<file path="config.mk">
export PLATFORM = sky130hd
export DESIGN_NAME = pipeline_hazard_ctrl
export DESIGN_NICKNAME = d
export VERILOG_FILES = /design/src/rtl/pipeline_hazard_ctrl_pkg.sv /design/src/rtl/pipeline_hazard_ctrl_hazard_detect.sv /design/src/rtl/pipeline_hazard_ctrl.sv
export SDC_FILE = /design/constraint.sdc
export NUM_CORES = 1
export LEC_CHECK = 0
export BUFFER_PORTS_ARGS = -buffer_cell sky130_fd_sc_hd__buf_2
export CAP_MARGIN = 5
export CORE_AREA = 5 5 42 44
export CTS_BUF_LIST = sky130_fd_sc_hd__clkbuf_16
export DETAILED_ROUTE_END_ITERATION = 7
export DIE_AREA = 0 0 47 49
export PLACE_DENSITY = 0.87
export SLEW_MARGIN = 25
export SYNTH_ARGS = -nofsm -noshare
export SYNTH_HDL_FRONTEND = slang
export SYNTH_SLANG_ARGS = --single-unit
</file>
<file path="constraint.sdc">
create_clock -name clk -period 3.6 [get_ports clk]
set_input_delay 0.36 -clock clk [delete_from_list [all_inputs] [get_ports clk]]
set_output_delay 0.36 -clock clk [all_outputs]
set_load 0.1 [all_outputs]
</file>
<file path="src/rtl/pipeline_hazard_ctrl_pkg.sv">
// Shared definitions for the pipeline hazard controller.
//   ctrl_state_t : controller state encoding (RUN, MEM_WAIT, DRAIN, HALTED)
//   REG_ID_W     : register-id width used across decode/hazard logic
//   PERF_CNT_W   : width of the optional stall/flush performance counters
package pipeline_hazard_ctrl_pkg;

  localparam int unsigned REG_ID_W   = 4;
  localparam int unsigned PERF_CNT_W = 16;

  typedef enum logic [1:0] {
    RUN      = 2'd0,
    MEM_WAIT = 2'd1,
    DRAIN    = 2'd2,
    HALTED   = 2'd3
  } ctrl_state_t;

endpackage

</file>
<file path="src/rtl/pipeline_hazard_ctrl_hazard_detect.sv">
// hazard_detect: purely combinational detection of decode-stage hazards
// against the instruction currently in EX. Kept standalone so a forwarding
// unit can reuse the same comparisons.
// Ports:
//   mem_read, reg_write, rd, flag_wr : EX-stage instruction attributes
//   src1, src2, src2_used            : decode-stage source operands
//   is_branch, is_br                 : decode-stage branch kind
//   lu  : load-use hazard
//   fh  : conditional branch waiting on flags still being produced in EX
//   brh : BR waiting on its target register still being produced in EX
module hazard_detect
  import pipeline_hazard_ctrl_pkg::*;
(
  input  logic                mem_read,
  input  logic                reg_write,
  input  logic [REG_ID_W-1:0] rd,
  input  logic                flag_wr,
  input  logic [REG_ID_W-1:0] src1,
  input  logic [REG_ID_W-1:0] src2,
  input  logic                src2_used,
  input  logic                is_branch,
  input  logic                is_br,
  output logic                lu,
  output logic                fh,
  output logic                brh
);

  logic rd_nonzero;

  // R0 is hard-wired, so writes to it never create a dependency.
  assign rd_nonzero = (rd != '0);

  assign lu  = mem_read & reg_write & rd_nonzero &
               ((rd == src1) | (src2_used & (rd == src2)));
  assign fh  = is_branch & ~is_br & flag_wr;
  assign brh = is_br & reg_write & rd_nonzero & (rd == src1);

endmodule

</file>
<file path="src/rtl/pipeline_hazard_ctrl.sv">
// pipeline_hazard_ctrl: sequences IF/ID/EX around the decode stage.
// Generates PC / IF-ID stalls, IF-ID flush and ID-EX bubbles for load-use,
// flag-use and BR-register hazards and for branch mispredictions; freezes the
// pipe while data memory is busy; drains and halts the core on HLT.
// Parameter:
//   DRAIN_CYCLES : cycles HLT needs to reach WB before halted asserts (1..7)
// Ports:
//   clk, rst (synchronous, active-high)
//   ID_*            : decode-stage instruction info
//   ID_EX_*         : EX-stage instruction info
//   mem_busy        : data memory not ready this cycle
//   PC_stall, IF_ID_stall, IF_flush, ID_flush, pipe_freeze : combinational controls
//   halted          : registered, sticky until rst
// Optional macro PIPE_CTRL_PERF_EN adds saturating counters:
//   stall_cnt : cycles with PC_stall & !halted
//   flush_cnt : cycles with IF_flush while in RUN
module pipeline_hazard_ctrl
  import pipeline_hazard_ctrl_pkg::*;
#(
  parameter int unsigned DRAIN_CYCLES = 3
) (
  input  logic                  clk,
  input  logic                  rst,
  input  logic [REG_ID_W-1:0]   ID_src1,
  input  logic [REG_ID_W-1:0]   ID_src2,
  input  logic                  ID_src2_used,
  input  logic                  ID_is_branch,
  input  logic                  ID_is_BR,
  input  logic                  ID_misprediction,
  input  logic                  ID_HLT,
  input  logic                  ID_EX_MemRead,
  input  logic [REG_ID_W-1:0]   ID_EX_reg_rd,
  input  logic                  ID_EX_RegWrite,
  input  logic                  ID_EX_flag_wr,
  input  logic                  mem_busy,
  output logic                  PC_stall,
  output logic                  IF_ID_stall,
  output logic                  IF_flush,
  output logic                  ID_flush,
  output logic                  pipe_freeze,
  output logic                  halted
`ifdef PIPE_CTRL_PERF_EN
  ,
  output logic [PERF_CNT_W-1:0] stall_cnt,
  output logic [PERF_CNT_W-1:0] flush_cnt
`endif
);

  ctrl_state_t state, state_next;
  logic [2:0]  cnt, cnt_next;
  logic        lu, fh, brh, hz;

  hazard_detect u_hazard_detect (
    .mem_read  (ID_EX_MemRead),
    .reg_write (ID_EX_RegWrite),
    .rd        (ID_EX_reg_rd),
    .flag_wr   (ID_EX_flag_wr),
    .src1      (ID_src1),
    .src2      (ID_src2),
    .src2_used (ID_src2_used),
    .is_branch (ID_is_branch),
    .is_br     (ID_is_BR),
    .lu        (lu),
    .fh        (fh),
    .brh       (brh)
  );

  assign hz = lu | fh | brh;

  // Priority inside RUN: mem_busy > hazard > misprediction > HLT.
  always_comb begin
    state_next  = state;
    cnt_next    = cnt;
    PC_stall    = 1'b0;
    IF_ID_stall = 1'b0;
    IF_flush    = 1'b0;
    ID_flush    = 1'b0;
    pipe_freeze = 1'b0;
    unique case (state)
      RUN: begin
        if (mem_busy) begin
          pipe_freeze = 1'b1;
          PC_stall    = 1'b1;
          IF_ID_stall = 1'b1;
          state_next  = MEM_WAIT;
        end else if (hz) begin
          PC_stall    = 1'b1;
          IF_ID_stall = 1'b1;
          ID_flush    = 1'b1;
        end else if (ID_misprediction && ID_is_branch) begin
          IF_flush    = 1'b1;
        end else if (ID_HLT) begin
          PC_stall    = 1'b1;
          IF_flush    = 1'b1;
          cnt_next    = 3'(DRAIN_CYCLES - 1);
          state_next  = DRAIN;
        end
      end
      MEM_WAIT: begin
        if (mem_busy) begin
          pipe_freeze = 1'b1;
          PC_stall    = 1'b1;
          IF_ID_stall = 1'b1;
        end else begin
          state_next  = RUN;
        end
      end
      DRAIN: begin
        PC_stall = 1'b1;
        IF_flush = 1'b1;
        if (mem_busy) begin
          pipe_freeze = 1'b1;
        end else if (cnt == '0) begin
          state_next = HALTED;
        end else begin
          cnt_next = cnt - 3'd1;
        end
      end
      HALTED: begin
        PC_stall    = 1'b1;
        IF_ID_stall = 1'b1;
        pipe_freeze = 1'b1;
      end
      default: state_next = RUN;
    endcase
  end

  always_ff @(posedge clk) begin
    if (rst) begin
      state  <= RUN;
      cnt    <= '0;
      halted <= 1'b0;
    end else begin
      state  <= state_next;
      cnt    <= cnt_next;
      if (state_next == HALTED) halted <= 1'b1;
    end
  end

`ifdef PIPE_CTRL_PERF_EN
  always_ff @(posedge clk) begin
    if (rst) begin
      stall_cnt <= '0;
      flush_cnt <= '0;
    end else begin
      if (PC_stall && !halted && stall_cnt != '1) stall_cnt <= stall_cnt + 1'b1;
      if (IF_flush && state == RUN && flush_cnt != '1) flush_cnt <= flush_cnt + 1'b1;
    end
  end
`endif

endmodule

</file>
==> Word-level counts from Yosys, hierarchy flattened <==
Cells that the tools add are included.
{ "op_classes": {"add_sub_neg": 1, "eq_ne": 12, "mux": 31, "n_bitwise": 13, "n_reduce_logical": 8} }
{ "ops": {"columns": ["cell", "count"], "rows": [
  ["two-way mux 3 bit", 6],
  ["two-way mux 2 bit", 7],
  ["two-way mux 1 bit", 12],
  ["!= test 2 bit (second input constant)", 6],
  ["bitwise AND 1 bit", 9],
  ["== test 4 bit", 2],
  ["AND reduction 7 bit", 1],
  ["== test 2 bit (second input constant)", 3],
  ["case mux 1 bit (3 select lines)", 2],
  ["case mux 2 bit (3 select lines)", 1],
  ["case mux 3 bit (2 select lines)", 1],
  ["case mux 1 bit (2 select lines)", 2],
  ["nonzero test 4 bit", 1],
  ["logical NOT 3 bit", 1],
  ["OR 1 bit", 3],
  ["OR reduction 3 bit", 1],
  ["subtractor 3 x 1 -> 3 bit (second input constant)", 1],
  ["== test 2 x 1 -> 1 bit (second input constant)", 1],
  ["logical NOT 2 bit", 1],
  ["nonzero test 2 bit", 1],
  ["OR reduction 2 bit", 1],
  ["logical AND 1 bit", 1],
  ["NOT 1 bit", 1]
]} }
{ "word_totals": {"register_bits": 6, "output_inout_bits": 6, "word_cells": 68} }

==> Logic depth before layout (Yosys ltp) <==
{ "logic_depth": {"word_depth": 10, "mapped_depth": 6, "depth_no_buf": 6} }

==> Hierarchy <==
A second synthesis with hierarchy kept.
{ "hier_totals": {"hier_cells": 69, "hier_area_um2": 554.3} }
{ "by_module_without_submodules": {"columns": ["module", "instances", "cells_each", "area_per_inst_um2", "seq_area_each_um2"], "rows": [
  ["pipeline_hazard_ctrl", 1, 52, 425.4, 120.1],
  ["hazard_detect", 1, 17, 128.9, 0.0]
]} }

==> Worst setup path before layout <==
No wires, ideal clock.
{ "synth_path": {"path_kind": "input-to-output", "startpoint": "input ID_EX_reg_rd[3]", "endpoint": "output IF_ID_stall", "arrival_ns": 3.082, "required_time_ns": 3.240, "setup_slack_ns": 0.158, "path_stages": 4, "path_cell_list": "xor2_1 nor4_2 a311oi_2 o21ai_0"} }
{ "synth_via": {"elab_chain_cells": 9, "word_cells_on_any_way": 14, "cone_classes": "eq/ne (2); mux (3); bitwise (8); reduce/logical (1)"} }
{ "synth_rtl": {"columns": ["element", "line", "text"], "rows": [
  ["start, declared", "pipeline_hazard_ctrl.sv:32", "input logic [REG_ID_W-1:0] ID_EX_reg_rd,"],
  ["== test 4 bit", "pipeline_hazard_ctrl_hazard_detect.sv:34", "((rd == src1) | (src2_used & (rd == src2)));"],
  ["bitwise AND 1 bit", "pipeline_hazard_ctrl_hazard_detect.sv:34", null],
  ["OR 1 bit", "pipeline_hazard_ctrl_hazard_detect.sv:34", null],
  ["bitwise AND 1 bit", "pipeline_hazard_ctrl_hazard_detect.sv:33", "assign lu = mem_read & reg_write & rd_nonzero &"],
  ["OR 1 bit", "pipeline_hazard_ctrl.sv:68", "assign hz = lu | fh | brh;"],
  ["OR 1 bit *", "pipeline_hazard_ctrl.sv:68", null],
  ["two-way mux 1 bit *", "pipeline_hazard_ctrl.sv:86", "end else if (hz) begin"],
  ["two-way mux 1 bit *", "pipeline_hazard_ctrl.sv:81", "if (mem_busy) begin"],
  ["case mux 1 bit (3 select lines) *", "pipeline_hazard_ctrl.sv:79", "unique case (state)"],
  ["end, declared", "pipeline_hazard_ctrl.sv:37", "output logic IF_ID_stall,"]
]} }
Every way passes the cells marked *; elsewhere a longest branch is shown, timed or not.

==> Final worst setup path <==
{ "layout_path": {"startpoint": "input ID_EX_reg_rd[0]", "endpoint": "output IF_flush"} }
{ "layout_via": {"elab_chain_cells": 9, "word_cells_on_any_way": 14, "cone_classes": "eq/ne (2); mux (3); bitwise (8); reduce/logical (1)"} }
{ "layout_rtl": {"columns": ["element", "line", "text"], "rows": [
  ["== test 4 bit", "pipeline_hazard_ctrl_hazard_detect.sv:34", null],
  ["bitwise AND 1 bit", "pipeline_hazard_ctrl_hazard_detect.sv:34", null],
  ["OR 1 bit", "pipeline_hazard_ctrl_hazard_detect.sv:34", null],
  ["bitwise AND 1 bit", "pipeline_hazard_ctrl_hazard_detect.sv:33", null],
  ["OR 1 bit", "pipeline_hazard_ctrl.sv:68", null],
  ["OR 1 bit *", "pipeline_hazard_ctrl.sv:68", null],
  ["two-way mux 1 bit *", "pipeline_hazard_ctrl.sv:86", null],
  ["two-way mux 1 bit *", "pipeline_hazard_ctrl.sv:81", null],
  ["case mux 1 bit (2 select lines) *", "pipeline_hazard_ctrl.sv:79", null],
  ["end, declared", "pipeline_hazard_ctrl.sv:38", "output logic IF_flush,"]
]} }
Marks and branches as above.

==> flow_summary_export.csv <==
group,metric,value,unit
clock_tree,post_cts_buffers,0,
logic_synthesis,syn_inst,72,
floorplanning,die_x,47,um
setup_path,path_cells,"buf_2 -> nor4_1 -> nor4bb_1 -> a22o_2 -> o21ai_1 -> buf_2",
drt,viasPerCell,5.68,
global_route,gr-total-overflow,0,
floorplanning,io_pins,29,
timing,hold-worst-slack,0.399,ns
drt,ant_nets,0,
min_path,hp-class,"in -> reg",
timing,final.min_clock_period,2.26,ns
drt,post_drt_wl_per_cell,13.0,um
setup_path,critical_path.top_delay_family,"simple AND/OR/NAND/NOR gates",
pwr,p_leak,0.358,nW
setup_path,required,3.24,ns
floorplanning,fp.coreArea,1400,sq um
timing,setup_viol_count_final,0,
finish,final_nets,128,
finish,syn2layout_area_growth,39.1,%
clock_tree,insertion_delay,0.23,ns
finish,drive_gt1_share,35.6,%
setup_path,crit_type,"in -> out",
setup_path,slowest_delay,0.49,ns
clock_tree,clk_pin_slew,0.03,ns
pwr,power_density,449,nW/um^2
placement,port_buffers,28,
setup_path,cp_max_fo,3,
global_route,grt_pass1_wl,2430,um
placement,gp_congestion,0.832,
logic_synthesis,synth_warnings,0,
setup_path,cpMaxStageDelayCell,"nor4_1",
timing,worst_pin_slew,0.504,ns
finish,mostFrequentLayoutCells,"buf_2, nor2_1, xor2_1",
logic_synthesis,syn_nets,97,
logic_synthesis,synth_edf_count,0,
logic_synthesis,seq_area_frac_synth,20.9,%
timing,post-route-period-util,62.6,%
setup_path,cp-end-kind,"output port",
placement,post-dp-hpwl,1230,um
floorplanning,initial_core_util,41.1,%
finish,fin_util,57.1,%
clock_tree,cts-resized-gates,0,
finish,fill_cells,136,
flow_run,maxCapViolations,0,
pwr,peakVddDrop,0.165,mV
clock_tree,clockBufferDepth,2,
timing,slew_headroom,66.1,%
floorplanning,die_y,49,um
floorplanning,dieArea,2300,sq um
clock_tree,postCtsHoldBufs,0,
drt,totalWireLength,1520,um
logic_synthesis,async_flop_share,0,%
timing,clock_skew,0.00145,ns
drt,first_iter_violations,4,
global_route,grt_max_degree,14,
timing,finalHoldViolations,0,
drt,first_pass_iters,4,
setup_path,cp_num_buf_inv,2,
clock_tree,cts-htree-levels,1,
setup_path,cp_data_arrival_time,1.90,ns
global_route,antenna_found_initial,0,
setup_path,crit_path_frequent_cell,"buf_2",
clock_tree,numCtsBuffers,3,
logic_synthesis,synth_ff_type,"dfxtp_1",
clock_tree,numClockSinks,6,
logic_synthesis,synth.avg_cell_area,7.99,sq um
global_route,grt_pass1_vias,617,
setup_path,start_kind,"primary input",
timing,timing.fmax,443,MHz
finish,layout_commonest_cell,"buf_2",
timing,finalMaxSlewViolations,0,
floorplanning,row_count,14,
logic_synthesis,synth_cell_types,36,
outcome,status,"finished, final reports clean",
finish,antennaDiodeCount,0,
logic_synthesis,synth-seq-cells,6,
logic_synthesis,synth_area,576,sq um
clock_tree,cts_tree,"done",
drt,vias,665,
timing,fin_setup_tns,0,ns
clock_tree,root_buffer,"clkbuf_16",
timing,grt_setup_unrepaired,"no",
drt,drc,0,
global_route,grt_use_total,14.1,%
kinds of logic after synthesis:
group | Yosys count | synth area share, %
fa+ha+maj | 2 | 4.35
compound gates | 19 | 25.9
flops | 6 | 20.9
buf+inv | 5 | 3.70
xor+xnor | 8 | 12.2
mux | 2 | 3.70
simple gates | 30 | 29.3
flip-flops by register name (all words and copies together) (netlist names):
| register | count |
|---|---|
| cnt | 3 |
| state | 2 |
| halted | 1 |
synth_stat cells, drive strengths merged, types with 2 or more instances:
library cell  count  share of area (%)
a22o              2                3.3
buf               2                1.7
dfxtp             6                 21
ha                2                4.3
inv               3                2.0
nand2             4                2.6
nand2b            2                2.2
nand3             2                1.7
nand3b            2                2.6
nand4             2                2.2
nor2              7                4.6
nor3              3                2.6
nor4              3                4.3
o211ai            2                2.6
o21ai             5                4.3
or4               2                2.6
xor2              7                 11
final timing paths:
kind	from	to	slack (ns)	cells after the start
worst max-delay path	ID_EX_reg_rd[0]	IF_flush	1.34	6
worst min-delay path	rst	state[0]	0.40	2
worst max register to register	cnt[0]	halted	2.27	6
worst min register to register	halted	halted	0.46	1
worst register-to-register path: cells and delay by family, from the launching register on:
kind | cells | cell delay (ns)
compound gates | 2 | 0.36
simple gates | 2 | 0.31
fa+ha+maj | 1 | 0.21
buf+inv | 1 | 0.09
flops | 1 | 0.30
stage by stage:
stage,setup slack (ns),instance area (sq um),power (mW),cells
2_1_floorplan,0.158,576,0.153,72
3_3_place_gp,1.41,726,0.179,114
3_5_place_dp,1.36,726,0.181,114
4_1_cts,1.35,801,0.364,117
5_1_grt,1.29,801,0.374,117
6_report,1.34,801,0.360,117
where the power goes:
part / internal, mW / switching [mW] / total, mW
Clock: 0.143 / 0.0373 / 0.180
Sequential: 0.0704 / 0.00564 / 0.0761
Combinational: 0.0313 / 0.0727 / 0.104
Total: 0.244 / 0.116 / 0.360
layout make-up:
type	count	area, sq um	area share [%]
flip-flops and latches	6	120	15.0
multi-input cells	61	434	54.2
clock buffers	3	75.1	9.38
inverters	3	11.3	1.41
well taps	16	20.0	2.50
repair buffers	28	140	17.5
layer usage:
metal,track usage [%],up-vias,share of wire [%]
li1,-,333,-
met1,15.8,303,42
met2,22.2,27,48
met3,4.43,2,8.3
met4,8.29,0,0.92
met5,0,-,0
(Power assumes the default switching activity.)
